[config.mk]
export PLATFORM = sky130hd
export DESIGN_NAME = jtag_dtm_client
export DESIGN_NICKNAME = d
export VERILOG_FILES = /design/src/rtl/jtag_dtm_client.sv
export SDC_FILE = /design/constraint.sdc
export NUM_CORES = 1
export LEC_CHECK = 0
export BUFFER_PORTS_ARGS = -buffer_cell sky130_fd_sc_hd__buf_2
export CORE_ASPECT_RATIO = 1.75
export CORE_UTILIZATION = 45
export DETAILED_ROUTE_END_ITERATION = 16
export GPL_TIMING_DRIVEN = 0
export PLACE_DENSITY = 0.78
export SYNTH_ARGS = -nofsm -noshare
export SYNTH_HDL_FRONTEND = slang
export SYNTH_SLANG_ARGS = --single-unit
export TNS_END_PERCENT = 10
[constraint.sdc]
create_clock -name jtag_tck -period 2.6 [get_ports jtag_tck]
set_input_delay 0.39 -clock jtag_tck [delete_from_list [all_inputs] [get_ports jtag_tck]]
set_output_delay 0.39 -clock jtag_tck [all_outputs]
set_load 0.03 [all_outputs]
[src/rtl/jtag_dtm_client.sv]
// Data-register side of a RISC-V style JTAG debug transport (IDCODE, DTMCS, DMI, BYPASS).
// Supplies capture/shift data to the TAP and issues one outstanding debug-module request.
module jtag_dtm_client #(
    parameter logic [31:0] IDCODE    = 32'h1000_05FB,
    parameter int          ABITS     = 7,
    parameter logic [2:0]  IDLE_HINT = 3'd1
) (
    input  logic             jtag_tck,
    input  logic             jtag_tck__enable,
    input  logic             reset_n,
    input  logic [4:0]       ir,
    input  logic [1:0]       dr_action,
    input  logic [49:0]      dr_in,
    output logic [49:0]      dr_out,
    output logic [49:0]      dr_tdi_mask,
    output logic             dmi_req_valid,
    input  logic             dmi_req_ready,
    output logic [1:0]       dmi_req_op,
    output logic [ABITS-1:0] dmi_req_address,
    output logic [31:0]      dmi_req_data,
    input  logic             dmi_resp_valid,
    input  logic [31:0]      dmi_resp_data,
    input  logic             dmi_resp_error
);

    localparam int         DMI_LEN     = ABITS + 34;
    localparam logic [4:0] IR_IDCODE   = 5'h01;
    localparam logic [4:0] IR_DTMCS    = 5'h10;
    localparam logic [4:0] IR_DMI      = 5'h11;
    localparam logic [1:0] ACT_CAPTURE = 2'd1;
    localparam logic [1:0] ACT_SHIFT   = 2'd2;
    localparam logic [1:0] ACT_UPDATE  = 2'd3;
    localparam logic [1:0] STAT_OK     = 2'd0;
    localparam logic [1:0] STAT_FAILED = 2'd2;
    localparam logic [1:0] STAT_BUSY   = 2'd3;
    localparam logic [1:0] OP_READ     = 2'd1;
    localparam logic [1:0] OP_WRITE    = 2'd2;
    localparam logic [5:0] ABITS_FIELD = 6'(ABITS);

    typedef enum logic [1:0] {
        ST_IDLE = 2'd0,
        ST_REQ  = 2'd1,
        ST_WAIT = 2'd2
    } state_t;

    state_t           state_r, state_s;
    logic [1:0]       sticky_r, sticky_s;
    logic [ABITS-1:0] last_addr_r, last_addr_s;
    logic [31:0]      last_data_r, last_data_s;
    logic [1:0]       req_op_r, req_op_s;
    logic [ABITS-1:0] req_addr_r, req_addr_s;
    logic [31:0]      req_data_r, req_data_s;
    logic             req_valid_r;

    logic [49:0] capture_s;
    logic [49:0] mask_s;
    logic [1:0]  cap_op_s;

    logic busy_s, dmi_capture_s, dmi_update_s, dtmcs_update_s;
    logic op_valid_s, hard_reset_s, soft_clear_s, busy_hit_s, resp_done_s;

    assign busy_s         = (state_r != ST_IDLE);
    assign dmi_capture_s  = (ir == IR_DMI) && (dr_action == ACT_CAPTURE);
    assign dmi_update_s   = (ir == IR_DMI) && (dr_action == ACT_UPDATE);
    assign dtmcs_update_s = (ir == IR_DTMCS) && (dr_action == ACT_UPDATE);
    assign op_valid_s     = (dr_in[1:0] == OP_READ) || (dr_in[1:0] == OP_WRITE);
    assign hard_reset_s   = dtmcs_update_s && dr_in[17];
    assign soft_clear_s   = dtmcs_update_s && (dr_in[17] || dr_in[16]);
    // A capture or a new request while busy marks the transport busy; the TAP sees op=3 immediately.
    assign busy_hit_s     = busy_s && (dmi_capture_s || (dmi_update_s && op_valid_s));
    assign resp_done_s    = (state_r == ST_WAIT) && dmi_resp_valid && !hard_reset_s;
    assign cap_op_s       = busy_s ? STAT_BUSY : sticky_r;

    // Request FSM next-state and sticky status
    always_comb begin
        state_s     = state_r;
        last_addr_s = last_addr_r;
        last_data_s = last_data_r;
        req_op_s    = req_op_r;
        req_addr_s  = req_addr_r;
        req_data_s  = req_data_r;
        case (state_r)
            ST_IDLE: begin
                if (dmi_update_s && op_valid_s && (sticky_r == STAT_OK)) begin
                    state_s     = ST_REQ;
                    req_op_s    = dr_in[1:0];
                    req_addr_s  = dr_in[ABITS+33:34];
                    req_data_s  = dr_in[33:2];
                    last_addr_s = dr_in[ABITS+33:34];
                end else begin
                    state_s = ST_IDLE;
                end
            end
            ST_REQ: begin
                if (hard_reset_s) begin
                    state_s = ST_IDLE;
                end else if (dmi_req_ready) begin
                    state_s = ST_WAIT;
                end else begin
                    state_s = ST_REQ;
                end
            end
            ST_WAIT: begin
                if (hard_reset_s) begin
                    state_s = ST_IDLE;
                end else if (dmi_resp_valid) begin
                    state_s = ST_IDLE;
                    if (req_op_r == OP_READ) begin
                        last_data_s = dmi_resp_data;
                    end else begin
                        last_data_s = last_data_r;
                    end
                end else begin
                    state_s = ST_WAIT;
                end
            end
            default: state_s = ST_IDLE;
        endcase

        if (soft_clear_s) begin
            sticky_s = STAT_OK;
        end else if (busy_hit_s) begin
            sticky_s = STAT_BUSY;
        end else if (resp_done_s && dmi_resp_error && (sticky_r != STAT_BUSY)) begin
            sticky_s = STAT_FAILED;
        end else begin
            sticky_s = sticky_r;
        end
    end

    // State and request registers, advancing only on enabled tck edges
    always_ff @(posedge jtag_tck or negedge reset_n) begin
        if (!reset_n) begin
            state_r     <= ST_IDLE;
            sticky_r    <= STAT_OK;
            last_addr_r <= '0;
            last_data_r <= 32'd0;
            req_op_r    <= 2'd0;
            req_addr_r  <= '0;
            req_data_r  <= 32'd0;
            req_valid_r <= 1'b0;
        end else if (jtag_tck__enable) begin
            state_r     <= state_s;
            sticky_r    <= sticky_s;
            last_addr_r <= last_addr_s;
            last_data_r <= last_data_s;
            req_op_r    <= req_op_s;
            req_addr_r  <= req_addr_s;
            req_data_r  <= req_data_s;
            req_valid_r <= (state_s == ST_REQ);
        end
    end

    // Per-IR capture value, TDI insertion point and next DR value
    always_comb begin
        capture_s = 50'd0;
        mask_s    = 50'd1;
        case (ir)
            IR_IDCODE: begin
                capture_s = 50'(IDCODE);
                mask_s    = 50'd1 << 6'd31;
            end
            IR_DTMCS: begin
                capture_s = 50'({14'd0, 2'b00, 1'b0, IDLE_HINT, sticky_r, ABITS_FIELD, 4'h1});
                mask_s    = 50'd1 << 6'd31;
            end
            IR_DMI: begin
                capture_s = 50'({last_addr_r, last_data_r, cap_op_s});
                mask_s    = 50'd1 << (DMI_LEN - 1);
            end
            default: begin
                capture_s = 50'd0;
                mask_s    = 50'd1;
            end
        endcase
        case (dr_action)
            ACT_CAPTURE: dr_out = capture_s;
            ACT_SHIFT:   dr_out = dr_in >> 1'd1;
            default:     dr_out = dr_in;
        endcase
    end

    assign dr_tdi_mask     = mask_s;
    assign dmi_req_valid   = req_valid_r;
    assign dmi_req_op      = req_op_r;
    assign dmi_req_address = req_addr_r;
    assign dmi_req_data    = req_data_r;

endmodule

==> results by group, run 1 <==
STA
  • Max-slew violation count: 0
  • Fmax: 396.1 MHz
  • Final setup violation count: 0
  • Fin crit period: 2525 ps
  • Min Hold Slack: ~280 ps
  • Clk_skew: 4.968 ps
  • Slew headroom: 0.6121
  • Least-Margin Pin Slew: 576.6 ps
  • Fin. Hold Viols: 0
  • Fin crit share: 0.9710
  • Unrepaired setup endpoints after global routing: true

Clocking
  • CTS tree: built
  • Longest Clk Path Bufs: 2
  • Clk_lat worst skew: 340 ps
  • Setup bufs post-CTS: 0
  • Root buffer cell: clkbuf_16
  • Clock slew at reported path FFs: 60 ps
  • Clk sinks: 78
  • CTS Buf Count: 9
  • H-tree levels: 3

Routing
  • WL per Instance: 17.67 um
  • DR iter-0 viols: 131
  • Via Count: between 3000 and 4000
  • Final wirelength: 13540 um
  • Remaining DRCs: 0
  • DR pass1 iterations: 4
  • Post-DRT Antenna Nets: 0
  • DR vias/cell: roughly 5.2

Hold path
  • HP Class: in2reg
  • Hold path startpoint: dmi_resp_data[6]

Die
  • Initial Util: 0.4664
  • Core Box Area: 0.009970 mm2
  • Die extent in y: 136.5 um
  • Number of core rows: 48
  • Die area: approximately 0.011 mm2
  • Io pins: 237
  • Die Span X: 78.84 um

Synth
  • Yosys warns: 0
  • Compound-gate portion of the synthesized area: 0.1728
  • Synth cell types: 48
  • Syn_area_per_cell: around 12 um2
  • Cells after Synth: just under 400
  • Adder-cell share of the synthesized area: 0.008073
  • Simple-Gate Fraction of Synth Area: 0.05840
  • Register area share after synthesis: 0.4198
  • Top_reg_cell synth: dfrtp_1
  • Asr flop ratio synth: 1.000
  • EDFF count, synth: 0
  • Synth area leaders: dfrtp_1 42%, mux2_4 9.7%, mux2_2 9.0%, buf_4 7.6%, a22o_1 7.3%
  • Synthesized flop and latch total: 78
  • Mux cell area share after synthesis: 0.2080
  • Synth Cell Area: between 0.004 and 0.005 mm2
  • Synth Area in XOR/XNOR: 0.003767
  • Area leader, netlist: dfrtp_1
  • Combinational family with the most area after synthesis: multiplexers
  • Share of the synthesized area in the top cell type: 0.4198

Power
  • Reg power frac: 0.377
  • Max VDD drop: ~0.00035 V
  • Comb power frac: 0.232
  • NetSw: approximately 0.98 mW
  • Internal power: 2.248 mW
  • PD cells: roughly 510 mW/mm2
  • Net Sw Frac: 0.3026
  • Clock power frac: 0.391
  • Leakage: 3.747 nW

Cells and area
  • Final core occ: 0.6342
  • Area delta synth->final: 35.98%
  • N_diodes: 0
  • Design area: around 0.0063 mm2
  • Commonest cells after routing, fill and taps aside: 190 x buf_2, 78 x dfrtp_1, 49 x buf_4
  • Share of layout cells above drive strength 1: 0.5491
  • Final net count: 734
  • Commonest non-fill, non-tap cell in the layout: buf_2

Placed design
  • Gpl congestion: 0.8832
  • IO buf count: 188
  • Post-DP Area: just under 0.006 mm2
  • DP Wirelength: around 10000 um

Critical path
  • Critical path type: in2out
  • Startpoint Class: primary input
  • Reg2reg setup slack: 690 ps
  • CP endpoint: dr_out[29]
  • Worst Setup SP: dr_action[0]
  • Reg2Reg Launch Point: state_r[0]$_DFFE_PN0P_
  • CP arrival: 2130 ps
  • Reg-to-reg critical path endpoint: dmi_req_data[21]$_DFFE_PN0P_
  • Critical Path End Type: primary output
  • CP Max Fanout: 10
  • WP data required: 2210 ps
  • Worst reg-to-reg path cell count: 5

Global route
  • First-pass GRT wire length: 20410 um
  • Number of global-route vias before repair: 3939
  • Largest net degree at the start of global routing: 52
  • Initial antenna violation count: 0
  • Gr usage total: 0.2536
  • Overflow after GRT: 0

Status
  • Status: finished clean

Run
  • Max Cap Violations: 0
-- cell usage after synthesis, drive strengths merged, types with 2 or more instances --
| master | number |
|---|---|
| buf | 60 |
| a21oi | 10 |
| a31oi | 2 |
| and3 | 3 |
| inv | 12 |
| clkbuf | 13 |
| dfrtp | 78 |
| nor2b | 4 |
| nand2 | 11 |
| o221ai | 4 |
| a21o | 31 |
| mux2 | 75 |
| a22o | 39 |
| nor3 | 2 |
| nor2 | 6 |
| and2 | 3 |
| a221o | 6 |
| xor2 | 2 |
| o21ai | 3 |
| nand4 | 2 |
| ha | 3 |
| o21a | 2 |
| nand3 | 4 |
-- cell type report --
cell class	count	area, um2
buffer	73	589.3
clock buffer	10	239.0
clock inverter	6	61.31
fill	841	3647
inverter	12	45.04
multi-input combinational	272	2298
sequential	78	1952
tap	125	156.4
timing repair buffer	190	980.9
-- flip-flops by register name (all words and copies together) (netlist names) --
name / flops
dmi_req_data: 32
state_r: 2
dmi_req_op: 2
dmi_req_valid: 1
dmi_req_address: 7
sticky_r: 2
last_data_r: 32
-- power by group through the flow --
stage	clock [mW]	sequential, mW	combinational, mW
floorplan	0	1.24	0.481
global placement	0	1.24	0.718
detailed placement	0	1.24	0.732
CTS	1.29	1.22	0.743
global route	1.33	1.21	0.790
finish	1.26	1.22	0.747
-- how the worst min path moves through the flow --
| stage | endpoint | cells after the start |
|---|---|---|
| CTS | last_data_r[6]$_DFFE_PN0P_ | 2 |
| floorplan | dmi_req_address[0]$_DFFE_PN0P_ | 0 |
| detailed placement | dmi_req_address[0]$_DFFE_PN0P_ | 1 |
| global placement | dmi_req_data[17]$_DFFE_PN0P_ | 1 |
| finish | last_data_r[6]$_DFFE_PN0P_ | 2 |
| global route | last_data_r[6]$_DFFE_PN0P_ | 2 |
-- logic make-up (layout without fill, tap and decap cells) --
kind of cell             Yosys count  count (layout)
flip-flops                        78              78
adder cells (fa/ha/maj)            3               3
buffers and inverters             85             291
multiplexers                      76              76
AO/OA/AOI/OAI                    102             102
XOR/XNOR                           2               2
other                              1              47
AND/OR/NAND/NOR                   42              42
-- what timing repair did --
| action | in CTS | in global routing |
|---|---|---|
| gates resized for setup | 18 | 6 |
| setup endpoints to repair | 46 | 34 |
| endpoints found under the hold margin | 27 | 0 |
| hold buffers | 1 | 0 |
| pin swaps | 0 | 0 |
-- routing by layer --
metal | vias up | part of all wire | global-route usage
li1 | 1821 | - | -
met1 | 1903 | 0.36 | 0.2711
met2 | 236 | 0.54 | 0.4667
met3 | 35 | 0.066 | 0.03624
met4 | 0 | 0.036 | 0.1455
met5 | - | 0 | 0
-- critical path, stage by stage --
cell,delay (ps)
buf_2,110
inv_1,40
ha_1,330
clkbuf_4,220
nor2b_1,130
clkbuf_4,230
clkbuf_4,250
a22o_1,150
a21o_1,100
buf_2,200
-- per-stage QoR --
| step | TNS [ps] | std cells | power [mW] | worst slack, ps |
|---|---|---|---|---|
| after floorplan | 0 | 435 | 1.721 | 295.5 |
| after global placement | -17070 | 748 | 1.956 | -554.0 |
| after detailed placement | -17940 | 749 | 1.969 | -568.3 |
| after CTS | -0.3413 | 766 | 3.249 | -0.3413 |
| after global routing | -11.27 | 766 | 3.335 | -3.301 |
| final | 0 | 766 | 3.223 | 75.37 |
No activity file was read; power rests on OpenSTA's default activity.
==> inputs of run 2 (changes only) <==
Settings changed: CORE_MARGIN set to 5, PLACE_DENSITY 0.78 to 0.76.
==> results by group, run 2 (synthesis results as in run 1) <==
Die
  • Die area: 0.01254 mm2 (was 0.01076 mm2)
  • Die Span X: 86.84 um (was 78.84 um)
  • Io pins: 237 (unchanged)
  • Core Box Area: 0.01018 mm2 (was 0.009970 mm2)
  • Initial Util: 0.4568 (was 0.4664)
  • Number of core rows: 49 (was 48)
  • Die extent in y: 144.5 um (was 136.5 um)

Hold path
  • Worst hold endpoint: last_data_r[4]$_DFFE_PN0P_ (was last_data_r[6]$_DFFE_PN0P_)
  • WHS Path Cells: 2 (unchanged)
  • Hold path startpoint: dmi_resp_data[4] (was dmi_resp_data[6])
  • HP Class: in2reg (unchanged)

Placed design
  • DP Wirelength: 11740 um (was 10460 um)
  • Post-DP Area: 0.005952 mm2 (was 0.005949 mm2)
  • Gpl congestion: 0.8658 (was 0.8832)
  • IO buf count: 188 (unchanged)
  • Placed cell count: 751 (was 749)

Global route
  • Gr usage total: 0.2346 (was 0.2536)
  • Initial antenna violation count: 0 (unchanged)
  • Largest net degree at the start of global routing: 60 (was 52)
  • Overflow after GRT: 0 (unchanged)
  • First-pass GRT wire length: 22480 um (was 20410 um)
  • Number of global-route vias before repair: 4269 (was 3939)

Power
  • Internal power: 2.218 mW (was 2.248 mW)
  • Max VDD drop: 0.0003346 V (was 0.0003530 V)
  • Reg power frac: 0.379 (was 0.377)
  • Clock power frac: 0.385 (was 0.391)
  • PD cells: 507.9 mW/mm2 (was 509.8 mW/mm2)
  • Net Sw Frac: 0.3078 (was 0.3026)
  • Comb power frac: 0.235 (was 0.232)
  • Leakage: 3.738 nW (was 3.747 nW)
  • NetSw: 0.9863 mW (was 0.9754 mW)

Routing
  • Remaining DRCs: 0 (unchanged)
  • DR pass1 iterations: 4 (unchanged)
  • WL per Instance: 19.31 um (was 17.67 um)
  • Final wirelength: 14830 um (was 13540 um)
  • Via Count: 3987 (was 3995)
  • Post-DRT Antenna Nets: 0 (unchanged)
  • DR vias/cell: 5.191 (was 5.215)
  • DR iter-0 viols: 105 (was 131)

STA
  • Fin crit period: 2519 ps (was 2525 ps)
  • Fmax: 397.0 MHz (was 396.1 MHz)
  • Max-slew violation count: 0 (unchanged)
  • Final setup violation count: 0 (unchanged)
  • Clk_skew: 5.914 ps (was 4.968 ps)
  • Unrepaired setup endpoints after global routing: false (was true)
  • Fin crit share: 0.9689 (was 0.9710)
  • Fin. Hold Viols: 0 (unchanged)
  • Least-Margin Pin Slew: 600.6 ps (was 576.6 ps)
  • Final setup TNS: 0 ps (unchanged)
  • Slew headroom: 0.5959 (was 0.6121)

Critical path
  • Reg2reg setup slack: 610 ps (was 690 ps)
  • WP data required: 2210 ps (about the same)
  • CP arrival: 2130 ps (about the same)
  • CP Max Fanout: 10 (unchanged)
  • Startpoint Class: primary input (unchanged)
  • Worst reg-to-reg path cell count: 5 (unchanged)
  • Critical Path End Type: primary output (unchanged)
  • Reg-to-reg critical path endpoint: dmi_req_data[16]$_DFFE_PN0P_ (was dmi_req_data[21]$_DFFE_PN0P_)
  • Critical path type: in2out (unchanged)
  • Reg2Reg Launch Point: state_r[0]$_DFFE_PN0P_ (unchanged)

Cells and area
  • Fill count: 867 (was 841)
  • Area delta synth->final: 35.68% (was 35.98%)
  • Commonest non-fill, non-tap cell in the layout: buf_2 (unchanged)
  • Final core occ: 0.6199 (was 0.6342)
  • Reg area: 0.001952 mm2 (unchanged)
  • Commonest cells after routing, fill and taps aside: 190 x buf_2, 78 x dfrtp_1, 52 x buf_4 (was 190 x buf_2, 78 x dfrtp_1, 49 x buf_4)
  • Multi-input logic area: 0.002296 mm2 (was 0.002298 mm2)
  • Share of layout cells above drive strength 1: 0.5484 (was 0.5491)
  • Final net count: 734 (unchanged)
  • Non-Filler Instances: 768 (was 766)
  • Design area: 0.006309 mm2 (was 0.006322 mm2)

Status
  • Status: finished clean (unchanged)

Clocking
  • CTS tree: built (unchanged)
  • Clock slew at reported path FFs: 60 ps (about the same)
  • H-tree levels: 3 (unchanged)
  • Root buffer cell: clkbuf_16 (unchanged)
  • Clk sinks: 78 (unchanged)
  • Longest Clk Path Bufs: 2 (unchanged)
  • CTS Buf Count: 9 (unchanged)
  • Clk_lat worst skew: 330 ps (was 340 ps)

Run
  • Max Cap Violations: 0 (unchanged)
==> run 2: critical path: stages <==
cell and delay, ps:
buf_2 110, inv_1 40, ha_1 320, clkbuf_4 240, nor2b_1 70, clkbuf_4 190, buf_4 200, a22o_1 200
a21o_1 180, buf_2 180
==> run 2: area by class of cell <==
type,count,area share
Multi-Input combinational cell,272,0.3639
Sequential cell,78,0.3094
Timing Repair Buffer,190,0.1555
Buffer,73,0.09262
Clock buffer,9,0.03570
Tap cell,127,0.02519
Clock inverter,6,0.01012
Inverter,12,0.007140
Antenna cell,1,0.0003967
==> run 2: repair_timing <==
action | CTS | global route
endpoints found under the setup margin | 46 | 33
setup buffers | 0 | 0
hold buffers | 1 | 0
gates resized for setup | 18 | 9
pin swaps | 0 | 0
endpoints found under the hold margin | 19 | 0
==> run 2: layer usage <==
layer / vias to the layer above / wire [um] / global-route usage
li1: 1821 / - / -
met1: 1931 / 5008 / 0.2455
met2: 205 / 8206 / 0.4341
met3: 30 / 1180 / 0.04903
met4: 0 / 434 / 0.1149
met5: - / 0 / 0
==> run 2: worst max-delay path by stage <==
stage                 start          to  depth (start not counted)
3_5_place_dp   dr_action[0]  dr_out[15]                         10
6_report       dr_action[0]  dr_out[16]                         10
3_3_place_gp   dr_action[0]   dr_out[2]                         10
5_1_grt        dr_action[0]   dr_out[9]                         10
4_1_cts        dr_action[0]  dr_out[17]                         10
2_1_floorplan  dr_action[0]  dr_out[13]                          8
==> run 2: power groups by stage <==
stage,sequential [mW],combinational [mW],clock [mW]
2_1_floorplan,1.24,0.481,0
3_3_place_gp,1.24,0.728,0
3_5_place_dp,1.24,0.741,0
4_1_cts,1.22,0.751,1.26
5_1_grt,1.21,0.801,1.30
6_report,1.22,0.754,1.23
==> run 2: metrics by stage <==
step | worst slack [ps] | hold WS [ps] | total power [mW]
finish | 80.82 | 283.7 | 3.204
global placement | -493.7 | 471.8 | 1.965
floorplan | 295.5 | 94.41 | 1.721
detailed placement | -545.4 | 296.5 | 1.979
global route | 3.061 | 276.8 | 3.321
CTS | 4.541 | 271.8 | 3.225
==> inputs of run 3 (changes only) <==
Settings changed: CORE_UTILIZATION 45 to 46, PLACE_DENSITY 0.76 to 0.78, TNS_END_PERCENT 10 to 5.
==> results by group, run 3 (synthesis results as in run 1) <==
Global route
  • First-pass GRT wire length: 22820 um (was 22480 um)
  • Number of global-route vias before repair: 4351 (was 4269)
  • Initial antenna violation count: 1 (was 0)
  • Largest net degree at the start of global routing: 63 (was 60)
  • Gr usage total: 0.2435 (was 0.2346)
  • Overflow after GRT: 0 (unchanged)

Clocking
  • Longest Clk Path Bufs: 2 (unchanged)
  • Root buffer cell: clkbuf_16 (unchanged)
  • CTS Buf Count: 9 (unchanged)
  • Clk_lat worst skew: 340 ps (was 330 ps)
  • CTS tree: built (unchanged)
  • Clk sinks: 78 (unchanged)
  • H-tree levels: 3 (unchanged)
  • Clock slew at reported path FFs: 60 ps (about the same)

Power
  • Leakage: 3.743 nW (was 3.738 nW)
  • PD cells: 514.5 mW/mm2 (was 507.9 mW/mm2)
  • Max VDD drop: 0.0003178 V (was 0.0003346 V)

Die
  • Io pins: 237 (unchanged)
  • Core Box Area: 0.009910 mm2 (was 0.01018 mm2)
  • Die extent in y: 143.0 um (was 144.5 um)
  • Die Span X: 86 um (was 86.84 um)
  • Number of core rows: 48 (was 49)
  • Die area: 0.01230 mm2 (was 0.01254 mm2)
  • Initial Util: 0.4692 (was 0.4568)

Cells and area
  • Final net count: 734 (unchanged)
  • Final core occ: 0.6383 (was 0.6199)
  • Area delta synth->final: 36.03% (was 35.68%)
  • Share of layout cells above drive strength 1: 0.5491 (was 0.5484)
  • Commonest cells after routing, fill and taps aside: 190 x buf_2, 78 x dfrtp_1, 50 x buf_4 (was 190 x buf_2, 78 x dfrtp_1, 52 x buf_4)
  • Non-Filler Instances: 767 (was 768)
  • Commonest non-fill, non-tap cell in the layout: buf_2 (unchanged)

Critical path
  • Worst path bufs/invs: 6 (unchanged)
  • WP data required: 2210 ps (about the same)
  • Startpoint Class: primary input (unchanged)
  • Critical path type: in2out (unchanged)
  • Critical Path End Type: primary output (unchanged)
  • Max incr delay on CP: 340 ps (was 320 ps)
  • Crit path max-delay cell type: ha_1 (unchanged)
  • Largest delay share family, worst path: buffers and inverters (unchanged)
  • CP Max Fanout: 10 (unchanged)
  • Cells along the critical path: buf_2 -> inv_1 -> ha_1 -> buf_4 -> nor2b_1 -> clkbuf_4 -> clkbuf_4 -> a22o_1 -> a21o_1 -> buf_2 (was buf_2 -> inv_1 -> ha_1 -> clkbuf_4 -> nor2b_1 -> clkbuf_4 -> buf_4 -> a22o_1 -> a21o_1 -> buf_2)
  • CP arrival: 2130 ps (about the same)

STA
  • Unrepaired setup endpoints after global routing: false (unchanged)
  • Final worst slack: 78.52 ps (was 80.82 ps)
  • Fin. Hold Viols: 0 (unchanged)
  • Fmax: 396.6 MHz (was 397.0 MHz)
  • Fin crit period: 2521 ps (was 2519 ps)
  • Clk_skew: 8.358 ps (was 5.914 ps)
  • Min Hold Slack: 280.7 ps (was 283.7 ps)
  • Least-Margin Pin Slew: 586.0 ps (was 600.6 ps)
  • Fin crit share: 0.9698 (was 0.9689)
  • Final setup violation count: 0 (unchanged)
  • Max-slew violation count: 0 (unchanged)
  • Slew headroom: 0.6057 (was 0.5959)

Routing
  • Via Count: 3992 (was 3987)
  • WL per Instance: 19.83 um (was 19.31 um)
  • Final wirelength: 15210 um (was 14830 um)
  • DR pass1 iterations: 4 (unchanged)
  • DR vias/cell: 5.205 (was 5.191)
  • Post-DRT Antenna Nets: 0 (unchanged)
  • Remaining DRCs: 0 (unchanged)
  • DR iter-0 viols: 125 (was 105)

Placed design
  • IO buf count: 188 (unchanged)
  • Gpl congestion: 0.8738 (was 0.8658)
  • DP Wirelength: 11950 um (was 11740 um)
  • Pre-CTS setup slack: -605.8 ps (was -545.4 ps)
  • Placed cell count: 749 (was 751)

Status
  • Status: finished clean (unchanged)

Run
  • Max Cap Violations: 0 (unchanged)

Hold path
  • HP Class: in2reg (unchanged)
==> run 3: changes by cell type in the layout (fill, tap and decap cells not counted), sizes merged <==
cell / previous run / this run
clkbuf: 19 / 22
buf: 252 / 251
clkinv: 3 / 2
==> run 3: final timing paths <==
| path | startpoint | endpoint | slack (ps) | depth (start not counted) |
|---|---|---|---|---|
| worst max register to register | state_r[0]$_DFFE_PN0P_ | dmi_req_address[0]$_DFFE_PN0P_ | 630 | 5 |
| min in group asynchronous | reset_n | dmi_req_data[5]$_DFFE_PN0P_ | 480 | 2 |
| worst min-delay path | dmi_resp_data[9] | last_data_r[9]$_DFFE_PN0P_ | 280 | 2 |
| worst min register to register | dmi_req_data[21]$_DFFE_PN0P_ | dmi_req_data[21]$_DFFE_PN0P_ | 490 | 1 |
| max in group asynchronous | reset_n | dmi_req_data[30]$_DFFE_PN0P_ | 1530 | 3 |
| worst max-delay path | dr_action[0] | dr_out[33] | 80 | 10 |
==> run 3: repair_timing <==
action	in CTS	in global routing
hold buffers	1	0
buffers inserted	0	0
endpoints found under the setup margin	46	19
hold endpoints to repair	16	0
resized for setup	19	8
cloned	0	0
==> run 3: layer usage <==
metal  wire length [um]  GRT usage  up-vias
met2               8207     0.4473      223
met1               5299     0.2530     1906
met4                648     0.1401        0
li1                   -          -     1816
met5                  0          0        -
met3               1051    0.04503       47
==> run 3: metrics by stage <==
step / setup TNS (ps) / power [mW] / area, um2
2_1_floorplan: 0 / 1.721 / 4822
3_3_place_gp: -17060 / 1.970 / 5919
3_5_place_dp: -20380 / 1.985 / 5949
4_1_cts: 0 / 3.268 / 6309
5_1_grt: 0 / 3.370 / 6325
6_report: 0 / 3.254 / 6325
==> run 3: cell type report <==
cell class	instances	area, um2
multi-input combinational	272	2298
sequential	78	1952
clock inverter	5	58.81
fill	834	3585
tap	125	156.4
antenna	1	2.502
inverter	12	45.04
clock buffer	11	242.7
buffer	73	588.1
timing repair buffer	190	980.9
==> run 3: where the power goes <==
group,internal [mW],switching (mW),total [mW],leakage [nW]
Sequential,1.21,0.000684,1.22,1.09
Clock,0.770,0.506,1.28,0.142
Combinational,0.268,0.495,0.762,2.52
